File: src/rtl/arb_pkg.sv
// Shared definitions for the weighted round-robin arbiter: state encoding,
// class count, credit width and the weight clamp.
package arb_pkg;

   localparam int unsigned NUM_CLASSES = 4;
   localparam int unsigned CREDIT_W    = 4;

   typedef enum logic {
      ARB_IDLE,
      ARB_SERVE
   } arb_state_e;

   // A weight of zero would starve a class, so it is clamped to one grant.
   function automatic logic [CREDIT_W-1:0] eff_weight(input int unsigned w);
      return (w == 0) ? CREDIT_W'(1) : CREDIT_W'(w);
   endfunction

endpackage

File: src/rtl/rr_pick.sv
// Rotating priority encoder: first asserted request at or after start (mod 4).
module rr_pick
   import arb_pkg::*;
(
   input  logic [NUM_CLASSES-1:0] req,
   input  logic [1:0]             start,
   output logic                   found,
   output logic [1:0]             idx
);

   logic [1:0] cand;

   always_comb begin
      found = 1'b0;
      idx   = start;
      cand  = start;
      for (int unsigned k = 0; k < NUM_CLASSES; k++) begin
         cand = start + 2'(k);
         if (!found && req[cand]) begin
            found = 1'b1;
            idx   = cand;
         end
      end
   end

endmodule

File: src/rtl/arbitro_wrr.sv
// Four-to-one weighted round-robin arbiter draining input FIFOs into one
// output FIFO; pop is combinational, push/sel are registered one cycle later.
module arbitro_wrr
   import arb_pkg::*;
#(
   parameter int unsigned W0 = 1,
   parameter int unsigned W1 = 1,
   parameter int unsigned W2 = 2,
   parameter int unsigned W3 = 4
) (
   input  logic                   clk,
   input  logic                   reset,
   input  logic [NUM_CLASSES-1:0] empty,
   input  logic                   almost_full,
   output logic [NUM_CLASSES-1:0] pop,
   output logic                   push,
   output logic [1:0]             sel
);

   arb_state_e            state_q, state_d;
   logic [1:0]            grant_q, grant_d;
   logic [1:0]            ptr_q, ptr_d;
   logic [CREDIT_W-1:0]   credit_q, credit_d;
   logic                  push_q;
   logic [1:0]            sel_q;

   logic                  pick_found;
   logic [1:0]            pick_idx;
   logic [CREDIT_W-1:0]   pick_wt;
   logic [NUM_CLASSES-1:0] pop_c;
   logic [1:0]            pop_idx;

   rr_pick u_pick (
      .req   (~empty),
      .start (ptr_q),
      .found (pick_found),
      .idx   (pick_idx)
   );

   always_comb begin
      case (pick_idx)
         2'd0:    pick_wt = eff_weight(W0);
         2'd1:    pick_wt = eff_weight(W1);
         2'd2:    pick_wt = eff_weight(W2);
         default: pick_wt = eff_weight(W3);
      endcase
   end

   always_comb begin
      state_d  = state_q;
      grant_d  = grant_q;
      ptr_d    = ptr_q;
      credit_d = credit_q;
      pop_c    = '0;
      pop_idx  = grant_q;
      case (state_q)
         ARB_IDLE: begin
            if (pick_found && !almost_full) begin
               pop_c[pick_idx] = 1'b1;
               pop_idx         = pick_idx;
               grant_d         = pick_idx;
               credit_d        = pick_wt - CREDIT_W'(1);
               if (pick_wt > CREDIT_W'(1)) state_d = ARB_SERVE;
               else                        ptr_d   = pick_idx + 2'd1;
            end
         end
         ARB_SERVE: begin
            if (!almost_full) begin
               if (!empty[grant_q]) begin
                  pop_c[grant_q] = 1'b1;
                  credit_d       = credit_q - CREDIT_W'(1);
                  if (credit_q == CREDIT_W'(1)) begin
                     state_d = ARB_IDLE;
                     ptr_d   = grant_q + 2'd1;
                  end
               end else begin
                  // Early empty: one bubble, leftover credit is dropped.
                  state_d  = ARB_IDLE;
                  ptr_d    = grant_q + 2'd1;
                  credit_d = '0;
               end
            end
         end
         default: state_d = ARB_IDLE;
      endcase
   end

   always_ff @(posedge clk or negedge reset) begin
      if (!reset) begin
         state_q  <= ARB_IDLE;
         grant_q  <= '0;
         ptr_q    <= '0;
         credit_q <= '0;
         push_q   <= 1'b0;
         sel_q    <= '0;
      end else begin
         state_q  <= state_d;
         grant_q  <= grant_d;
         ptr_q    <= ptr_d;
         credit_q <= credit_d;
         push_q   <= |pop_c;
         if (|pop_c) sel_q <= pop_idx;
      end
   end

   assign pop  = reset ? pop_c : '0;
   assign push = push_q;
   assign sel  = sel_q;

endmodule

File: config.mk
export PLATFORM = sky130hd
export DESIGN_NAME = arbitro_wrr
export DESIGN_NICKNAME = d
export VERILOG_FILES = /design/src/rtl/arb_pkg.sv /design/src/rtl/rr_pick.sv /design/src/rtl/arbitro_wrr.sv
export SDC_FILE = /design/constraint.sdc
export NUM_CORES = 1
export LEC_CHECK = 0
export ABC_AREA = 1
export CORE_MARGIN = 2
export CORE_UTILIZATION = 50
export DETAILED_ROUTE_END_ITERATION = 7
export PLACE_DENSITY = 0.75
export SETUP_SLACK_MARGIN = 0.2
export SYNTH_ARGS = -nofsm -noshare
export SYNTH_HDL_FRONTEND = slang
export SYNTH_SLANG_ARGS = --single-unit
File: constraint.sdc
create_clock -name clk -period 1.7 [get_ports clk]
set_input_delay 0.34 -clock clk [delete_from_list [all_inputs] [get_ports clk]]
set_output_delay 0.34 -clock clk [all_outputs]
set_load 0.01 [all_outputs]
==> flow_results.org, run 1 <==
** Outcome
- Outcome :: finished with violations
- The checks that failed: negative setup slack.

** Clock tree
- The number of clock buffers added by TritonCTS is 3.
- The tree built by TritonCTS fans out to 12 sinks.
- Cts-stage hold buffer count :: 0
- CTS Root Buffer Type :: clkbuf_4
- In this run the number of H-tree levels came out at 1.
- Clock tree from TritonCTS :: built
- Clock-pin slew was measured on the worst setup and hold paths at 0.09 ns.
- No sink is reached through more buffers than the 2 on the longest clock path.
- At the later pin of the worst-skew pair, clock insertion delay measures 0.28 ns.

** Logic synthesis
- The number of different library cells used by synthesis comes to 30.
- Synthesis warning total :: 0
- Compound-Gate Fraction of Synth Area :: 10.8%
- A synthesized cell averages 6.80 um^2.
- Multiplexer share of the synthesized area :: 0%
- Counting flops and latches in the post-synthesis netlist gives 12.
- The synthesized netlist occupies a cell area of 1230 um^2.
- In the synthesized netlist the dominant register cell turns out to be dfrtp_1.
- Adder and majority gate portion of the synthesized area :: 2.03%
- Synthesis handed over a netlist of 181 instances.
- The synthesized design contains 0 enable-type register cells.
- Fraction of registers with async set/reset :: 100%
- The number of nets handed over by synthesis was 190.
- Register area share after synthesis :: 24.4%
- After Yosys synthesis, and, or, nand and nor cells account for 54.3% of the synthesized area.
- Xor and xnor fraction of the mapped netlist area :: 0%
- Dominant combinational cell family by area after synthesis :: simple AND/OR/NAND/NOR gates

** Critical path
- Highest net fanout along the worst path :: 5
- Critical path, cell by cell :: clkinvlp_4, nand2_1, nand2_2, nand2_2, nand2_4, nand3_2, nand2_1, nand2_1, nand2_1, nand2_2, nand2_4, o21bai_4, inv_2, nor2_2, buf_2
- Element type at the critical path end :: output port
- The cell that appears most often on the critical path is nand2_1.
- Launching point of the worst reg2reg path :: ptr_q[0]
- By startpoint and endpoint, the worst setup path is classified as flop to output port.
- Worst path max stage delay :: 0.50 ns
- Crit-path slowest cell :: dfrtp_2
- Data arrival, critical path :: 2.31 ns
- Crit path buf inv count :: 3
- The cell family contributing the most delay on the critical path is simple AND/OR/NAND/NOR gates.
- STA puts the critical path data required time at 1.36 ns.
- The critical path starts at ptr_q[0].
- Kind of start point of the critical path :: flop

** Power and ir drop
- Sum of internal, switching and leakage power :: 5.31 mW
- Leakage :: 1.12 nW
- Across the VDD grid, the largest voltage drop is 2030 uV.
- Power density normalized to cell area :: 2470 nW/um^2

** STA
- Fin crit share :: 156%
- Setup ws final :: -0.946 ns
- The number of endpoints with negative hold slack in the final report was 0.
- Worst max-slew margin expressed relative to the limit :: 67.6%
- At the pin with the least slew margin, the transition time is 0.481 ns.
- RSZ-0062 raised after global routing :: yes
- Across all hold checks on the routed design, the worst slack comes to 0.462 ns.
- Setup TNS after final layout :: -10.18 ns
- Time the worst path needs with I/O delays and setup :: 2.65 ns
- Highest achievable clock rate :: 378 MHz
- On the final layout, the worst clock skew is 0.0119 ns.
- Setup violations remaining at the end of the flow were counted as 16.
- Count of pins over their slew limit :: 0

** Worst hold path
- Worst min-delay path class :: primary input to asynchronous set/reset pin

** Drt
- Using the TritonRoute via totals, the vias-per-cell ratio works out to 6.40.
- Wirelength, routed :: 6280 um
- Detailed-route wire length per cell :: 22.1 um
- Drt drc :: 0
- Routed vias :: 1,818
- The first routing iteration left 127 violations.
- Count of nets left with antenna violations after detail routing :: 0
- First-pass iteration count of the detailed router :: 6

** GRT
- Global routing consumed, over all layers together, 31.7% of the routing resources.
- Number of global-route vias before repair :: 1,496
- Grt ovf :: 0
- Number of antenna violations at the first check in global routing :: 0
- The first global-routing pass estimated 6440 um of wire.
- Maximum number of pins on one net before global-route repair :: 13

** Cells and area
- Syn-to-layout area delta :: 74.8%
- Area taken by flip-flops and latches :: 303 um^2
- 0 antenna diodes ended up in the layout.
- Final-stage net count :: 266
- Once layout is complete, the cells apart from fillers number 284.
- Measured on the finished design, the core utilization comes to 94.4%.
- The post-route netlist has 58.2% of its cells at a drive strength greater than 1.
- After routing the design area is 2150 um^2.
- The filler cells instantiated in the layout total 69.
- Area of combinational cells with multiple inputs :: 1090 um^2

** Floorplanning
- Measured along the x axis, the die boundary spans 53.6 um.
- The die covers 2870 um^2.
- The total area inside the core boundary comes to 2280 um^2.
- The floorplan has 17 rows.
- Y dimension of the die :: 53.6 um
- For this design the top-level I/O count stands at 14.
- Initial Util :: 54.0%

** Placed design
- Cell area reported after detailed placement :: 1740 um^2
- Input and output buffers added on the ports amount to 13.
- Final weighted congestion in routability-driven placement :: 0.875
- Minimum setup slack after placement :: -1.18 ns
- Detailed placement finished with a half-perimeter wire length of 2790 um.
- Post-Place Cells :: 262

** Flow run
- Max-cap violations in this run came to 0.
## repair_timing
item | in CTS | in global routing
gates resized for setup | 47 | 45
buffers inserted | 10 | 6
setup endpoints to repair | 18 | 17
pin swaps | 17 | 25
cloned | 2 | 0
## final timing paths
path	endpoint	slack [ns]	depth (start not counted)
worst max-delay path	pop[3]	-0.95	15
worst min-delay path	state_q	0.46	2
worst max register to register	sel[0]	-0.79	20
worst min register to register	sel[1]	0.53	2
max in group asynchronous	ptr_q[0]	1.07	2
min in group clk	sel[1]	0.53	2
## cells in the final DEF (no fill, tap or decap), drive strengths merged
master | netlist | routed
nor4 | 1 | 1
clkbuf | 0 | 4
a22oi | 3 | 3
inv | 20 | 20
ha | 2 | 2
o21a | 1 | 1
a21oi | 10 | 10
nand4 | 6 | 6
o22ai | 1 | 1
o21ai | 6 | 6
clkdlybuf4s50 | 0 | 2
dfrtp | 12 | 12
buf | 3 | 64
dlymetal6s2s | 0 | 1
nor3 | 3 | 3
nand3 | 18 | 18
o21bai | 1 | 1
nand2 | 79 | 79
nor2 | 14 | 14
clkinvlp | 0 | 1
and3 | 1 | 1
dlygate4sd2 | 0 | 6
## state kept, by name, summed over array words and instances (netlist names)
signal    flops
credit_q      4
grant_q       2
ptr_q         2
push          1
sel           2
state_q       1
## synth_stat cells, types with 2 or more instances
cell	count	area, um^2
o21ai_0	5	25.0
nand4_2	3	37.5
nand2_4	4	45.0
nor2_1	11	41.3
nand2_1	57	214
nor3_1	3	15.0
a21oi_1	10	50.1
nand3_1	12	60.1
ha_1	2	25.0
a22oi_1	2	15.0
nand4_1	2	12.5
nor2_4	2	22.5
buf_4	2	15.0
nand3_2	5	50.1
inv_1	18	67.6
nand2_2	18	113
dfrtp_1	12	300
## metal layers
layer | GRT usage (%) | share of wire (%) | vias to the layer above
met2 | 60.7 | 46 | 174
met1 | 32.3 | 33 | 815
li1 | - | - | 746
met4 | 16.7 | 11 | 0
met3 | 5.28 | 11 | 83
met5 | 0 | 0 | -
## area by class of cell
class / count / share of cell area (%)
tap: 28 / 1.63
multi-input combinational: 146 / 50.8
inverter: 20 / 3.84
sequential: 12 / 14.1
timing repair buffer: 73 / 27.6
timing repair inverter: 1 / 0.349
clock buffer: 4 / 1.69
## logic make-up after synthesis
kind of cell,after synthesis
fa+ha+maj,2
compound gates,22
flops,12
simple gates,122
buf+inv,23
## power breakdown
part           switching [mW]  leakage, nW  internal [mW]  total [mW]
clock                   0.104       0.0210          0.130       0.234
combinational            2.62        0.951           1.83        4.45
sequential              0.177        0.145          0.440       0.616
(Power assumes the default switching activity.)
==> inputs of run 2 (changes only) <==
--- a/config.mk
+++ b/config.mk
@@ -6,6 +6,7 @@
 export NUM_CORES = 1
 export LEC_CHECK = 0
 export ABC_AREA = 1
+export CORE_ASPECT_RATIO = 1.25
 export CORE_MARGIN = 2
 export CORE_UTILIZATION = 50
 export DETAILED_ROUTE_END_ITERATION = 7
==> flow_results.org, run 2 (synthesis results as in run 1) <==
** STA
- RSZ-0062 raised after global routing :: yes
- The max-slew headroom at the worst pin is 67.7% (+0.14 points).
- The number of endpoints with negative hold slack in the final report came to 0 (unchanged).
- Count of pins over their slew limit :: 0 (unchanged)
- The transition time at the pin with the least slew margin was 0.479 ns (-0.00211 ns).
- The worst-case clock skew is 0.00497 ns (-0.00696 ns).
- The fmax came to 377 MHz (-0.19%).
- The post-layout worst setup margin is -0.951 ns (-0.00511 ns).
- Time the worst path needs with I/O delays and setup :: 2.65 ns (+0.00511 ns)
- Final setup fails :: 16 (unchanged)
- The final clock period utilization by the worst path came to 156% (+0.30 points).

** Clock tree
- Number of clock sinks :: 12 (unchanged)
- Number of clock buffers inserted by TritonCTS :: 3 (unchanged)
- The number of buffers inserted for hold repair after clock tree synthesis came to 0 (unchanged).
- TritonCTS built the clock tree.
- The clock latency on the worst-skew pair was 0.29 ns (about the same).
- Post-CTS clock slew at the launch and capture registers of the worst setup and hold paths :: 0.07 ns (-0.02 ns)
- The tree is rooted in a clkbuf_4.
- The total number of H-tree levels was 1 (unchanged).
- The maximum clock path buffer count is 2 (unchanged).

** Cells and area
- Final cell count without fillers :: 293 (+3.2%)
- In the layout the commonest cells are buf_4, nand2_1, nand2_2, nand2_4, buf_6.
- Area taken by flip-flops and latches :: 303 um^2 (unchanged)
- Largest Register :: credit_q
- The library cell used most frequently in the layout, excluding fill and tap cells, is buf_4.
- Area of combinational cells with multiple inputs :: 1110 um^2 (+1.7%)
- The final net count was 271 (+1.9%).
- The diode insertion count for antenna repair was 0 (unchanged).
- Largest register FFs :: 4 (unchanged)
- Final cell area excluding filler cells :: 2230 um^2 (+3.6%)
- Syn-to-layout area delta :: 81.0%
- The number of filler cells placed in the layout is 82 (+19%).
- The share of final-layout standard cells stronger than drive strength 1 was 61.5% (+3.3 points).

** Drt
- The via density per instance was 6.54 (+2.1%).
- Count of nets left with antenna violations after detail routing :: 0 (unchanged)
- The first-iteration detailed-routing DRC count was 154 (+21%).
- First-pass iteration count of the detailed router :: 5 (-1)
- Drt drc :: 0 (unchanged)
- The wire length per cell after detailed routing is 23.8 um (+7.5%).
- The final routed wirelength across all metal layers is 6970 um (+11%).
- Routed vias :: 1,915 (+5.3%)

** Critical path
- In this design, the largest share of critical-path delay is due to simple AND/OR/NAND/NOR gates.
- Walking the worst path, the cells encountered are clkinvlp_4, nand2_4, nand3_4, nand2_8, nand2_4, nand2_2, nand2_2, nand2_4, nand2_4, nor2_4, nand2_2, a21oi_2, buf_2.
- Crit-path slowest cell :: dfrtp_2
- The logic depth of the worst register-to-register path is 19 (-5.0%).
- In this design, the critical path's most frequently occurring cell is nand2_4.
- Element type at the critical path end :: output port
- Launching point of the worst reg2reg path :: ptr_q[0]
- Critical path data required time :: 1.36 ns (about the same)
- Kind of start point of the critical path :: flop
- The biggest cell delay along the critical path is 0.47 ns (-0.03 ns).
- The data arrival at the endpoint of the critical path is 2.31 ns (about the same).
- The critical path is of the flop to output port type.
- The worst register-to-register path ends at sel[0].
- The setup slack of the most critical reg-to-reg path came to -0.73 ns (+0.06 ns).
- Highest net fanout along the worst path :: 6 (+1)
- The buffers plus inverters on the worst setup path came to 2 (-1).

** Flow run
- The max-cap violation count came to 0 (unchanged).

** Power and ir drop
- Fraction of power spent switching nets :: 53.9% (-0.74 points)
- The total power density per cell area was 2590 nW/um^2 (+5.1%).
- The worst voltage drop across the vdd grid was 1650 uV (-19%).
- Comb pwr share :: 86.2% (+2.2 points)
- Leakage :: 1.12 nW (+0.25%)
- Power spent charging and discharging nets :: 3.11 mW (+7.3%)
- Internal power of the cells :: 2.66 mW (+11%)
- The total power consumption of the routed design is 5.77 mW (+8.8%).
- The sequential cell fraction of total power was 10.7% (-0.9 points).
- Part of the total power dissipated in the clock network :: 3.2% (-1.2 points)

** Placed design
- Post-Place Cells :: 265 (+1.1%)
- The routability congestion estimate from global placement came to 0.865 (-1.1%).
- Total of buffers placed on input and output ports :: 13 (unchanged)
- The instance area at placement came to 1730 um^2 (-0.50%).
- Half-perimeter wire length of the detailed placement result :: 2780 um (-0.35%)
- The post-place setup slack came to -1.17 ns (+0.00709 ns).

** Floorplanning
- The effective utilization at floorplan is 51.7% (-2.3 points).
- Die extent in x :: 48.4 um (-9.8%)
- Standard-cell row count :: 20 (+3)
- The core box area was 2380 um^2 (+4.5%).
- The die outline height is 59.5 um (+11%).
- The number of I/O pins was 14 (unchanged).
- Die footprint :: 2880 um^2 (about the same)

** GRT
- Global routing usage summed across all routing layers :: 35.7% (+4.0 points)
- Global-route wire length before repair :: 7810 um (+21%)
- Number of antenna violations at the first check in global routing :: 0 (unchanged)
- Number of global-route vias before repair :: 1,779 (+19%)
- Grt ovf :: 0 (unchanged)
- The pin count of the biggest net entering global routing was 13 (unchanged).

** Outcome
- Outcome :: finished with violations
- Failing checks :: negative setup slack

** Worst hold path
- In this run the worst hold path is classified as primary input to asynchronous set/reset pin.
-- run 2: cell types whose count changed in the layout (fill, tap and decap cells not counted), moves of 2 or more --
cell,delta
nand2_2,+9
nand2_4,-5
nor2_4,+2
nand3_4,+3
nand2_1,-4
nand3_1,-2
buf_6,+6
-- run 2: how the worst max path moves through the flow --
stage,start,endpoint,slack [ns],cells past startpoint
3_3_place_gp,empty[3],pop[3],-1.08,14
4_1_cts,ptr_q[0],pop[2],-0.71,13
3_5_place_dp,empty[3],pop[2],-1.17,12
5_1_grt,ptr_q[0],pop[0],-0.97,13
6_report,ptr_q[0],pop[0],-0.95,13
2_1_floorplan,ptr_q[0],pop[3],-0.24,14
-- run 2: per-stage QoR --
step	utilization (%)	hold slack (ns)	TNS (ns)
CTS	83.2	0.451	-5.51
detailed placement	72.8	0.500	-11.25
global placement	72.8	0.491	-10.15
floorplan	-	0.0444	-0.926
finish	93.6	0.526	-9.26
global route	93.6	0.478	-9.80
-- run 2: final cells by class --
class                      count  share of cell area (%)
timing repair inverter         1                   0.337
sequential                    12                    13.6
timing repair buffer          78                    29.5
inverter                      20                    3.82
tap                           33                    1.85
multi-input combinational    146                    49.9
clock buffer                   3                    1.01
-- run 2: power groups by stage --
stage / Combinational [mW] / Sequential [mW] / Clock [mW]
after global routing: 5.09 / 0.620 / 0.199
after floorplan: 1.93 / 0.546 / 0
after detailed placement: 2.97 / 0.565 / 0
after global placement: 2.87 / 0.559 / 0
after CTS: 3.62 / 0.586 / 0.172
final: 4.98 / 0.616 / 0.182
-- run 2: metal layers --
| layer | vias up | wire, um | track usage, % |
|---|---|---|---|
| met5 | - | 0 | 0 |
| met4 | 0 | 816 | 35.1 |
| met3 | 98 | 603 | 5.81 |
| met2 | 180 | 3330 | 66.9 |
| met1 | 888 | 2220 | 32.8 |
| li1 | 749 | - | - |
-- run 2: timing repair --
item | in CTS | in global routing
gates resized for setup | 57 | 44
buffers inserted | 14 | 9
endpoints found under the setup margin | 18 | 16
cloned | 2 | 0
pin swaps | 14 | 25
